===== config.mk =====
export PLATFORM = sky130hd
export DESIGN_NAME = regfile_writeback
export DESIGN_NICKNAME = d
export VERILOG_FILES = /design/src/rtl/regfile_writeback.sv
export SDC_FILE = /design/constraint.sdc
export NUM_CORES = 1
export LEC_CHECK = 0
export CORE_ASPECT_RATIO = 1.5
export CORE_MARGIN = 2
export CORE_UTILIZATION = 58
export DETAILED_ROUTE_END_ITERATION = 6
export PLACE_DENSITY = 0.95
export SLEW_MARGIN = 15
export SYNTH_ARGS = -nofsm -noshare
export SYNTH_HDL_FRONTEND = slang
export SYNTH_SLANG_ARGS = --single-unit
export TNS_END_PERCENT = 20

===== constraint.sdc =====
create_clock -name clk -period 19.1 [get_ports clk]
set_clock_uncertainty 0.15 [all_clocks]
set_input_delay 3.82 -clock clk [delete_from_list [all_inputs] [get_ports clk]]
set_output_delay 3.82 -clock clk [all_outputs]
set_load 0.01 [all_outputs]

===== src/rtl/regfile_writeback.sv =====
// regfile_writeback: in-order write-back queue feeding the register file's
// single write port. Accepts up to two results per cycle (load, then ALU),
// drains one per cycle, and reports pending writes for two source registers.
// Optional bypass data for pending writes is enabled with the WB_BYPASS_EN macro.
module regfile_writeback #(
    parameter int unsigned DEPTH  = 4,
    parameter int unsigned DATA_W = 32
) (
    input  logic              clk,
    input  logic              reset,
    input  logic              ld_valid,
    output logic              ld_ready,
    input  logic [4:0]        ld_rd,
    input  logic [DATA_W-1:0] ld_data,
    input  logic              alu_valid,
    output logic              alu_ready,
    input  logic [4:0]        alu_rd,
    input  logic [DATA_W-1:0] alu_data,
    input  logic              hold,
    output logic              rf_we,
    output logic [4:0]        rf_waddr,
    output logic [DATA_W-1:0] rf_wdata,
    input  logic [4:0]        q_rs1,
    input  logic [4:0]        q_rs2,
    output logic              rs1_busy,
    output logic              rs2_busy,
    output logic              rs1_fwd_valid,
    output logic [DATA_W-1:0] rs1_fwd_data,
    output logic              rs2_fwd_valid,
    output logic [DATA_W-1:0] rs2_fwd_data
);

    localparam int unsigned PTR_W = $clog2(DEPTH);
    localparam int unsigned CNT_W = $clog2(DEPTH + 1);
    localparam int unsigned RD_W  = 5;

    logic [RD_W-1:0]   ent_rd_q   [DEPTH];
    logic [RD_W-1:0]   ent_rd_d   [DEPTH];
    logic [DATA_W-1:0] ent_data_q [DEPTH];
    logic [DATA_W-1:0] ent_data_d [DEPTH];

    logic [PTR_W-1:0]  wr_ptr_q, wr_ptr_d;
    logic [PTR_W-1:0]  rd_ptr_q, rd_ptr_d;
    logic [CNT_W-1:0]  count_q, count_d;

    logic              rf_we_q, rf_we_d;
    logic [RD_W-1:0]   rf_waddr_q, rf_waddr_d;
    logic [DATA_W-1:0] rf_wdata_q, rf_wdata_d;

    logic [CNT_W-1:0]  free_c;
    logic              ld_push_c, alu_push_c, pop_c;
    logic [PTR_W-1:0]  alu_slot_c;
    logic [DEPTH-1:0]  ent_valid_c;
    logic [DEPTH-1:0]  rs1_hit_c, rs2_hit_c;
    logic              rs1_out_hit_c, rs2_out_hit_c;

    // Ready from registered occupancy only; a same-cycle pop frees nothing
    always_comb begin
        free_c    = CNT_W'(DEPTH) - count_q;
        ld_ready  = (free_c != '0);
        alu_ready = (free_c >= CNT_W'(2)) || ((free_c == CNT_W'(1)) && !ld_valid);
    end

    // Enqueue (load first, then ALU), dequeue head into the write-port register
    always_comb begin
        ent_rd_d   = ent_rd_q;
        ent_data_d = ent_data_q;
        ld_push_c  = ld_valid && ld_ready && (ld_rd != '0);
        alu_push_c = alu_valid && alu_ready && (alu_rd != '0);
        pop_c      = (count_q != '0) && !hold;
        alu_slot_c = wr_ptr_q + PTR_W'(ld_push_c);

        if (ld_push_c) begin
            ent_rd_d[wr_ptr_q]   = ld_rd;
            ent_data_d[wr_ptr_q] = ld_data;
        end
        if (alu_push_c) begin
            ent_rd_d[alu_slot_c]   = alu_rd;
            ent_data_d[alu_slot_c] = alu_data;
        end

        wr_ptr_d = wr_ptr_q + PTR_W'(ld_push_c) + PTR_W'(alu_push_c);
        rd_ptr_d = rd_ptr_q + PTR_W'(pop_c);
        count_d  = count_q + CNT_W'(ld_push_c) + CNT_W'(alu_push_c) - CNT_W'(pop_c);

        rf_we_d    = pop_c;
        rf_waddr_d = rf_waddr_q;
        rf_wdata_d = rf_wdata_q;
        if (pop_c) begin
            rf_waddr_d = ent_rd_q[rd_ptr_q];
            rf_wdata_d = ent_data_q[rd_ptr_q];
        end
    end

    // State registers; reset discards all queued and in-flight writes
    always_ff @(posedge clk or posedge reset) begin
        if (reset) begin
            for (int i = 0; i < int'(DEPTH); i++) begin
                ent_rd_q[i]   <= '0;
                ent_data_q[i] <= '0;
            end
            wr_ptr_q   <= '0;
            rd_ptr_q   <= '0;
            count_q    <= '0;
            rf_we_q    <= 1'b0;
            rf_waddr_q <= '0;
            rf_wdata_q <= '0;
        end else begin
            ent_rd_q   <= ent_rd_d;
            ent_data_q <= ent_data_d;
            wr_ptr_q   <= wr_ptr_d;
            rd_ptr_q   <= rd_ptr_d;
            count_q    <= count_d;
            rf_we_q    <= rf_we_d;
            rf_waddr_q <= rf_waddr_d;
            rf_wdata_q <= rf_wdata_d;
        end
    end

    assign rf_we    = rf_we_q;
    assign rf_waddr = rf_waddr_q;
    assign rf_wdata = rf_wdata_q;

    // Mark occupied slots, walking from the head for count entries
    always_comb begin
        logic [PTR_W-1:0] idx;
        ent_valid_c = '0;
        idx         = '0;
        for (int k = 0; k < int'(DEPTH); k++) begin
            idx = rd_ptr_q + PTR_W'(k);
            if (CNT_W'(k) < count_q) begin
                ent_valid_c[idx] = 1'b1;
            end
        end
    end

    // Per-slot and output-register match for both source registers
    always_comb begin
        rs1_hit_c = '0;
        rs2_hit_c = '0;
        for (int i = 0; i < int'(DEPTH); i++) begin
            rs1_hit_c[i] = ent_valid_c[i] && (ent_rd_q[i] == q_rs1);
            rs2_hit_c[i] = ent_valid_c[i] && (ent_rd_q[i] == q_rs2);
        end
        rs1_out_hit_c = rf_we_q && (rf_waddr_q == q_rs1);
        rs2_out_hit_c = rf_we_q && (rf_waddr_q == q_rs2);
        rs1_busy      = (q_rs1 != '0) && ((|rs1_hit_c) || rs1_out_hit_c);
        rs2_busy      = (q_rs2 != '0) && ((|rs2_hit_c) || rs2_out_hit_c);
    end

`ifdef WB_BYPASS_EN
    // Youngest match wins: output register first, then head to tail overwrites
    always_comb begin
        logic [PTR_W-1:0] idx;
        idx          = '0;
        rs1_fwd_data = '0;
        rs2_fwd_data = '0;
        if (rs1_out_hit_c) begin
            rs1_fwd_data = rf_wdata_q;
        end
        if (rs2_out_hit_c) begin
            rs2_fwd_data = rf_wdata_q;
        end
        for (int k = 0; k < int'(DEPTH); k++) begin
            idx = rd_ptr_q + PTR_W'(k);
            if (rs1_hit_c[idx]) begin
                rs1_fwd_data = ent_data_q[idx];
            end
            if (rs2_hit_c[idx]) begin
                rs2_fwd_data = ent_data_q[idx];
            end
        end
        rs1_fwd_valid = rs1_busy;
        rs2_fwd_valid = rs2_busy;
    end
`else
    assign rs1_fwd_valid = 1'b0;
    assign rs1_fwd_data  = '0;
    assign rs2_fwd_valid = 1'b0;
    assign rs2_fwd_data  = '0;
`endif

endmodule


## Yosys cells after proc, flatten, opt, wreduce, memory -nomap -nowiden

Index checks and enable logic that the tools add are counted.

| word-level totals | value |
|---|---|
| bits in latches | 0 |
| bits of input ports | 89 |
| output and inout port bits | 108 |
| ROM bits | 0 |
| flip-flop bits (word level) | 193 |
| memories kept | 0 |
| bits in writable memories | 0 |
| word-level logic and storage cells | 130 |

| cells by class | value |
|---|---|
| multiplexer cells | 34 |
| div/mod/pow operators | 0 |
| order comparisons | 18 |
| add/sub/neg operators | 10 |
| shifts and indexed selects | 0 |
| reduce and logical (&&, ||, !) cells | 37 |
| multipliers | 0 |
| eq/ne operators | 11 |
| bitwise logic cells | 6 |

Operator list:

| kind | count |
|---|---|
| bitwise mux 128 bit | 2 |
| two-way mux 128 bit | 2 |
| demux 32 bit (select 2 bit) | 2 |
| two-way mux 32 bit | 4 |
| binary-select mux 32 bit (select 2 bit) | 1 |
| equality test 5 bit | 10 |
| bitwise mux 20 bit | 2 |
| two-way mux 20 bit | 2 |
| logical AND 1 bit | 24 |
| demux 5 bit (select 2 bit) | 2 |
| two-way mux 5 bit | 4 |
| nonzero test 5 bit | 4 |
| two-way mux 4 bit | 4 |
| < comparator 2 x 3 -> 1 bit (second input constant) | 4 |
| OR 4 bit | 3 |
| binary-select mux 5 bit (select 2 bit) | 1 |
| >= comparator 3 bit (second input constant) | 3 |
| inverter 2 -> 3 bit | 3 |
| demux 1 bit (select 2 bit) | 4 |
| >= comparator 2 x 1 -> 1 bit (second input constant) | 4 |
| OR reduction 4 bit | 2 |
| adder 2 x 1 -> 2 bit | 3 |
| adder 3 x 1 -> 3 bit | 2 |
| < comparator 1 x 3 -> 1 bit (first input constant) | 2 |
| 12 further kinds | 22 |

## Longest topological paths before layout

Gate-level depths: netlist (run 1).

| logic depth | value |
|---|---|
| depth after elaboration | 15 |
| depth in mapped cells | 13 |
| gate-level depth less buffers | 11 |

## Least setup slack after synthesis (run 1)

Ideal clock, no wire load.

| timing path | value |
|---|---|
| path kind | input -> output |
| start point | input q_rs2[3] |
| end point | output rs2_busy |
| buffers on the path | 1 |
| setup slack | 10.358 ns |
| stages | 6 |
| required time | 15.130 ns |
| arrival | 4.772 ns |
| path through | clkbuf_1 -> xor2_1 -> nor4_1 -> nand3_1 -> nand4_1 -> o22a_1 |

| on the way | value |
|---|---|
| longest elaborated chain between the ends | 5 |
| elaborated cells between the ends (all ways) | 14 |
| those cells by class | 5 x eq/ne; 9 x reduce/logical |

RTL lines:

| item | RTL line | RTL |
|---|---|---|
| from (decl) | 24 | `input logic [4:0] q_rs2,` |
| equality test 5 bit | 143 | `rs2_hit_c[i] = ent_valid_c[i] && (ent_rd_q[i] == q_rs2);` |
| logical AND 1 bit | 143 |  |
| OR reduction 4 bit | 148 | `rs2_busy = (q_rs2 != '0) && ((\|rs2_hit_c) \|\| rs2_out_hit_c);` |
| logical OR 1 bit | 148 |  |
| logical AND 1 bit * | 148 |  |
| to (decl) | 26 | `output logic rs2_busy,` |

Every way passes the cells marked *; elsewhere a longest branch is shown, timed or not.

## Final worst setup path (run 1)

| timing path | value |
|---|---|
| start point | input q_rs2[1] |
| end point | output rs2_busy |

Same word-level chain as after synthesis.

==> run metrics, run 1 <==
CP Data Required Time 15.13 ns; status finished, final reports clean; htree depth 4; drt first pass iters 5; Slowest-stage cell, CP clkdlybuf4s50_1; Die Span Y 174 um; post-synthesis async set-or-reset flop share 1.00; critical path fanouts, max 6; Total Wirelength 27400 um; Mapped Cells 987; Setup TNS Final 0 ns; CP endpoint kind output port; setup violators final 0; Data arrival, critical path 5.95 ns; number of distinct library cells after synthesis 46; Clock Pin Slew Worst Setup and Hold Paths 0.07 ns; DP Cell Count 1312; Slew Limit Fails 0; worst rel slew slack 0.396; grt total ovfl 0; DR iter-0 viols 564; Ports 197; Max Cap Viol 0; Cell Count, Final, Fillers Out 1344; pin count of the biggest net entering global routing 123; Die X 117 um; die area 20300 um2; Post-synth EDFFs 0; CTS tree built; worst r2r src count_q[0]; # nets final 1177; minimum clock period 9.92 ns; hpwl dp 17300 um; initial antenna violation count 0; crit path cell chain clkdlybuf4s50_1 > xor2_1 > nor4_1 > nand3_1 > nand4_1 > o22a_1 > clkdlybuf4s50_1; first-pass GRT wire length 44300 um; fin crit share 0.519; cts bufs inserted 17; R2R setup slack 15.69 ns; Post-DRT Antenna Nets 0; Hold Path Sink rf_wdata[27]; floorplan core area 19000 um2; most frequent CP cell clkdlybuf4s50_1; Vias/cell 5.88; final setup margin 9.18 ns; Worst path top cell family by delay buffers and inverters; Startpoint Class primary input; Area Growth Syn to Fin 14.1%; pre-CTS setup slack 9.22 ns; gr usage total 0.289; Post-CTS Setup Repair Bufs 0; Initial Utilization 0.586; synth warn 0; Avg Cell Area, Syn 11.3 um2; DR WL/cell 20.4 um; post-CTS sizing 0; post-route cell area 12700 um2; max incr delay on CP 0.60 ns; worst slew pin tran 0.906 ns; placed instance area 12100 um2; ys flop type dfrtp_1; RSZ-0062 raised after global routing no; row count 62; IO buf count 130; share of post-route cells with drive strength above 1 0.149; vias in the first global route 8301; Seq/Total Area, Yosys 0.434; leakage power 6.04 nW; RePlAce Congestion 0.970; Hold Fails Final Rpt 0; Worst Reg2Reg Path Length in Cells 11; hold crit path type reg -> reg; post-route DRC violation count 0; clock latency on the worst-skew pair 0.44 ns; hold path depth 1; total number of vias 7908; Core Util, Final 0.668; clk buf depth 2; Hold-fix buffers, CTS 0; R2R Path End ent_data_q[18]; ant diodes 0; flops & latches, synth 193; Cell Pwr Density 174 nW/um2; fmax 101 MHz; Mapped Area 11100 um2; critical path type in -> out; maximum VDD drop 0.0000983 V; CTS sink count 193; clock root cell clkbuf_16; worst hold start rf_wdata[27]; CP Buf/Inv Count 2
-- cell type report --
| type | instances | area [um2] |
|---|---|---|
| Sequential cell | 193 | 4830 |
| Clock inverter | 15 | 168 |
| Timing Repair Buffer | 142 | 1390 |
| Tap cell | 256 | 320 |
| Inverter | 10 | 45.0 |
| Multi-Input combinational cell | 711 | 5520 |
| Clock buffer | 17 | 425 |
| Fill cell | 1355 | 6310 |
-- how the worst max path moves through the flow --
stage,start,end,depth (start not counted)
floorplan,reset,count_q[0],1
global placement,q_rs2[1],rs2_busy,7
detailed placement,q_rs2[1],rs2_busy,7
CTS,q_rs2[1],rs2_busy,7
global route,q_rs2[4],rs2_busy,7
finish,q_rs2[1],rs2_busy,7
-- worst reg2reg max path, cell delays in order (launching register included) --
cell and delay, ns:
dfrtp_1 0.50, inv_1 0.11, ha_1 0.23, ha_1 0.18, inv_1 0.07, o311a_1 0.53
ha_1 0.32, xnor2_1 0.20, nor4b_4 0.30, buf_4 0.47, nand2_1 0.21, o21ai_2 0.09
-- cell usage after synthesis, drive strengths merged, types with 2 or more instances --
cell type,n,area [um2]
nand4,10,62.6
nor2,6,25.0
fa,2,40.0
ha,11,138
a222oi,2,20.0
nor4b,2,23.8
or4,3,22.5
mux2,37,417
dfrtp,193,4830
nor3,8,40.0
xnor2,23,201
clkbuf,34,129
inv,10,37.5
o21ai,149,855
o22a,2,17.5
mux4,37,833
nor2b,3,18.8
nand2,149,576
nand3b,3,47.6
mux2i,148,1480
nor4,4,25.0
nand3,4,32.5
o221ai,2,17.5
buf,104,893
nand2b,2,12.5
xor2,32,280
-- metrics by stage --
| stage | power [mW] | hold WS (ns) |
|---|---|---|
| 5_1_grt | 2.36 | 0.368 |
| 3_3_place_gp | 1.77 | 0.341 |
| 6_report | 2.21 | 0.355 |
| 3_5_place_dp | 1.84 | 0.346 |
| 4_1_cts | 2.21 | 0.362 |
| 2_1_floorplan | 1.55 | 0.323 |
-- layer usage --
| layer | wire length (um) | vias to the layer above | GRT usage |
|---|---|---|---|
| met3 | 1860 | 99 | 0.0668 |
| met5 | 0 | - | 0 |
| met1 | 9900 | 3904 | 0.352 |
| met4 | 1310 | 0 | 0.154 |
| met2 | 14300 | 390 | 0.471 |
| li1 | - | 3515 | - |
-- state kept, by name (all words and copies together), names as in the netlist --
register,flops
wr_ptr_q,2
count_q,3
rf_we,1
rf_wdata,32
rd_ptr_q,2
ent_data_q,128
rf_waddr,5
ent_rd_q,20
-- layout by cell type, fill, tap and decap left out, drive strengths merged, types with 3 or more instances in the layout --
cell type / n
clkinv: 3
mux4: 37
nand3: 4
ha: 11
nand4: 10
nand3b: 3
o21ai: 149
mux2i: 148
nor2: 6
inv: 19
nor3: 8
xnor2: 23
nand2: 149
mux2: 37
buf: 12
or4: 3
xor2: 32
clkdlybuf4s50: 130
nor2b: 3
nor4: 4
dfrtp: 193
conb: 66
clkbuf: 17
-- where the power goes --
part	total [mW]	switching [mW]	internal [mW]
clock network	0.360	0.174	0.187
logic	1.07	0.533	0.532
registers	0.787	0.165	0.622
-- cell families after synthesis --
| group | Yosys count | synth area share |
|---|---|---|
| AO/OA/AOI/OAI | 159 | 0.0848 |
| XOR/XNOR | 55 | 0.0433 |
| adder cells (fa/ha/maj) | 13 | 0.0160 |
| buffers and inverters | 148 | 0.0952 |
| flip-flops | 193 | 0.434 |
| multiplexers | 222 | 0.245 |
| other | 1 | 0.000337 |
| AND/OR/NAND/NOR | 196 | 0.0810 |
(Power assumes the default switching activity.)
==> inputs of run 2 (changes only) <==
--- a/config.mk
+++ b/config.mk
@@ -7,9 +7,9 @@
 export LEC_CHECK = 0
 export CORE_ASPECT_RATIO = 1.5
 export CORE_MARGIN = 2
-export CORE_UTILIZATION = 58
+export CORE_UTILIZATION = 49
 export DETAILED_ROUTE_END_ITERATION = 6
-export PLACE_DENSITY = 0.95
+export PLACE_DENSITY = 0.88
 export SLEW_MARGIN = 15
 export SYNTH_ARGS = -nofsm -noshare
 export SYNTH_HDL_FRONTEND = slang
==> constraint.sdc (replaced) <==
create_clock -name clk -period 8.9 [get_ports clk]
set_clock_uncertainty 0.15 [all_clocks]
set_input_delay 1.78 -clock clk [delete_from_list [all_inputs] [get_ports clk]]
set_output_delay 1.78 -clock clk [all_outputs]
set_load 0.01 [all_outputs]
==> run 2 against run 1 <==
  * Register-to-register slack got worse by 10 ns
  * Die area rose by 18%
  * Non-clock buffer count shrank 1
  * Total power grew 110%
  * Global-route usage fell by 6.1 points
  * Core utilization decreased by 9.9 points
  * Flip-flop and latch count stayed put
  * Via count shrank 2.9%
  * Hold slack gained 0.0019 ns
  * Critical path type unchanged
  * Largest cell class unchanged
  * Clock-buffer cell count is 1 higher
  * Critical path depth stayed put
==> run metrics, run 2 (synthesized netlist as in run 1, its figures left out) <==
status finished, final reports clean; gr usage total 0.228; RSZ-0062 raised after global routing no; worst rel slew slack 0.403; commonest non-fill, non-tap cells in the layout dfrtp_1 (191), mux2i_1 (148), nand2_1 (148); Ports 197; met2 Use GR 0.404; CP endpoint kind output port; Area Growth Syn to Fin 14.1%; CP Data Required Time 6.97 ns; post-route cell area 12700 um2; die area 24000 um2; DR iter-0 viols 521; grt total ovfl 0; Startpoint Class primary input; Data arrival, critical path 3.77 ns; vias in the first global route 8137; Worst path top cell family by delay buffers and inverters; most common cell after layout, fill and taps aside dfrtp_1; met1 Use GR 0.261; hold crit path type reg -> reg; worst slew pin tran 0.896 ns; Post-CTS Setup Repair Bufs 0; Post-DRT Antenna Nets 0; Vias/cell 5.63; placed instance area 12100 um2; critical path fanouts, max 6; DR WL/cell 19.2 um; Setup TNS Final 0 ns; Hold Fails Final Rpt 0; Cell Pwr Density 367 nW/um2; Most flops, register ent_data_q; max incr delay on CP 0.58 ns; first-pass GRT wire length 42700 um; clock latency on the worst-skew pair 0.44 ns; crit path cell chain clkdlybuf4s50_1 > xor2_1 > nor4_1 > nand3_1 > nand4_1 > o22a_1 > clkdlybuf4s50_1; CTS sink count 193; most frequent CP cell clkdlybuf4s50_1; CTS tree built; RePlAce Congestion 0.894; Tot Pwr 4.66 mW; max reg flops 128; fin crit share 0.641; Hold-fix buffers, CTS 0; Initial Utilization 0.499; hpwl dp 16900 um; floorplan core area 22300 um2; Total Wirelength 26200 um; GR Util met3 0.0375; critical path type in -> out; drt first pass iters 7; Die X 127 um; share of post-route cells with drive strength above 1 0.147; minimum clock period 5.70 ns; Slew Limit Fails 0; ant diodes 0; hold_ws 0.357 ns; Max Cap Viol 0; maximum VDD drop 0.000184 V; CP Buf/Inv Count 2; # nets final 1176; clk buf depth 2; Slowest-stage cell, CP clkdlybuf4s50_1; clock root cell clkbuf_16; grt peak-use layer met2; post-CTS sizing 0; initial antenna violation count 0; row count 67; leakage power 6.02 nW; htree depth 4; pin count of the biggest net entering global routing 131; total number of vias 7680; setup violators final 0; post-route DRC violation count 0; cts bufs inserted 17; Die Span Y 189 um; Clock Pin Slew Worst Setup and Hold Paths 0.07 ns; IO buf count 130; fmax 175 MHz
-- run 2: path summary, 6_finish.rpt --
path,startpoint,endpoint,slack (ns),cells after the start
max,q_rs1[1],rs1_busy,3.20,7
min,rf_wdata[5],rf_wdata[5],0.36,1
max reg2reg,count_q[0],ent_data_q[55],5.40,9
min reg2reg,rf_wdata[5],rf_wdata[5],0.36,1
max in group asynchronous,reset,rf_wdata[11],5.40,3
min in group asynchronous,reset,ent_data_q[123],1.79,2
-- run 2: cell type report --
class                           count  area [um2]
Tap cell                          276         345
Clock inverter                     14         144
Clock buffer                       18         429
Timing Repair Buffer              141        1380
Fill cell                        1843        9600
Multi-Input combinational cell    711        5520
Sequential cell                   193        4830
Inverter                           10        45.0
-- run 2: through the flow --
stage | cells | util | setup slack [ns]
3_3_place_gp | 1331 | 0.544 | 3.23
5_1_grt | 1363 | 0.569 | 3.11
3_5_place_dp | 1331 | 0.544 | 3.21
4_1_cts | 1363 | 0.569 | 3.20
2_1_floorplan | 1052 | - | 1.71
6_report | 1363 | 0.569 | 3.20
-- run 2: worst register-to-register path, cell delays in order, from the launching register on --
cell	delay, ns
dfrtp_1	0.48
inv_1	0.10
ha_1	0.24
ha_1	0.19
inv_1	0.06
o311a_1	0.54
ha_1	0.42
nor4_2	0.30
buf_4	0.70
o21ai_1	0.19
-- run 2: power by group --
part	internal (mW)	total [mW]	switching [mW]
clock	0.395	0.755	0.359
combinational	1.14	2.25	1.11
sequential	1.34	1.66	0.328
-- run 2: per-layer routing --
metal  vias to the layer above  wire length (um)
met5                         -                 0
met4                         0              1060
met3                        76              1250
met2                       295             13900
met1                      3799             10000
li1                       3510                 -
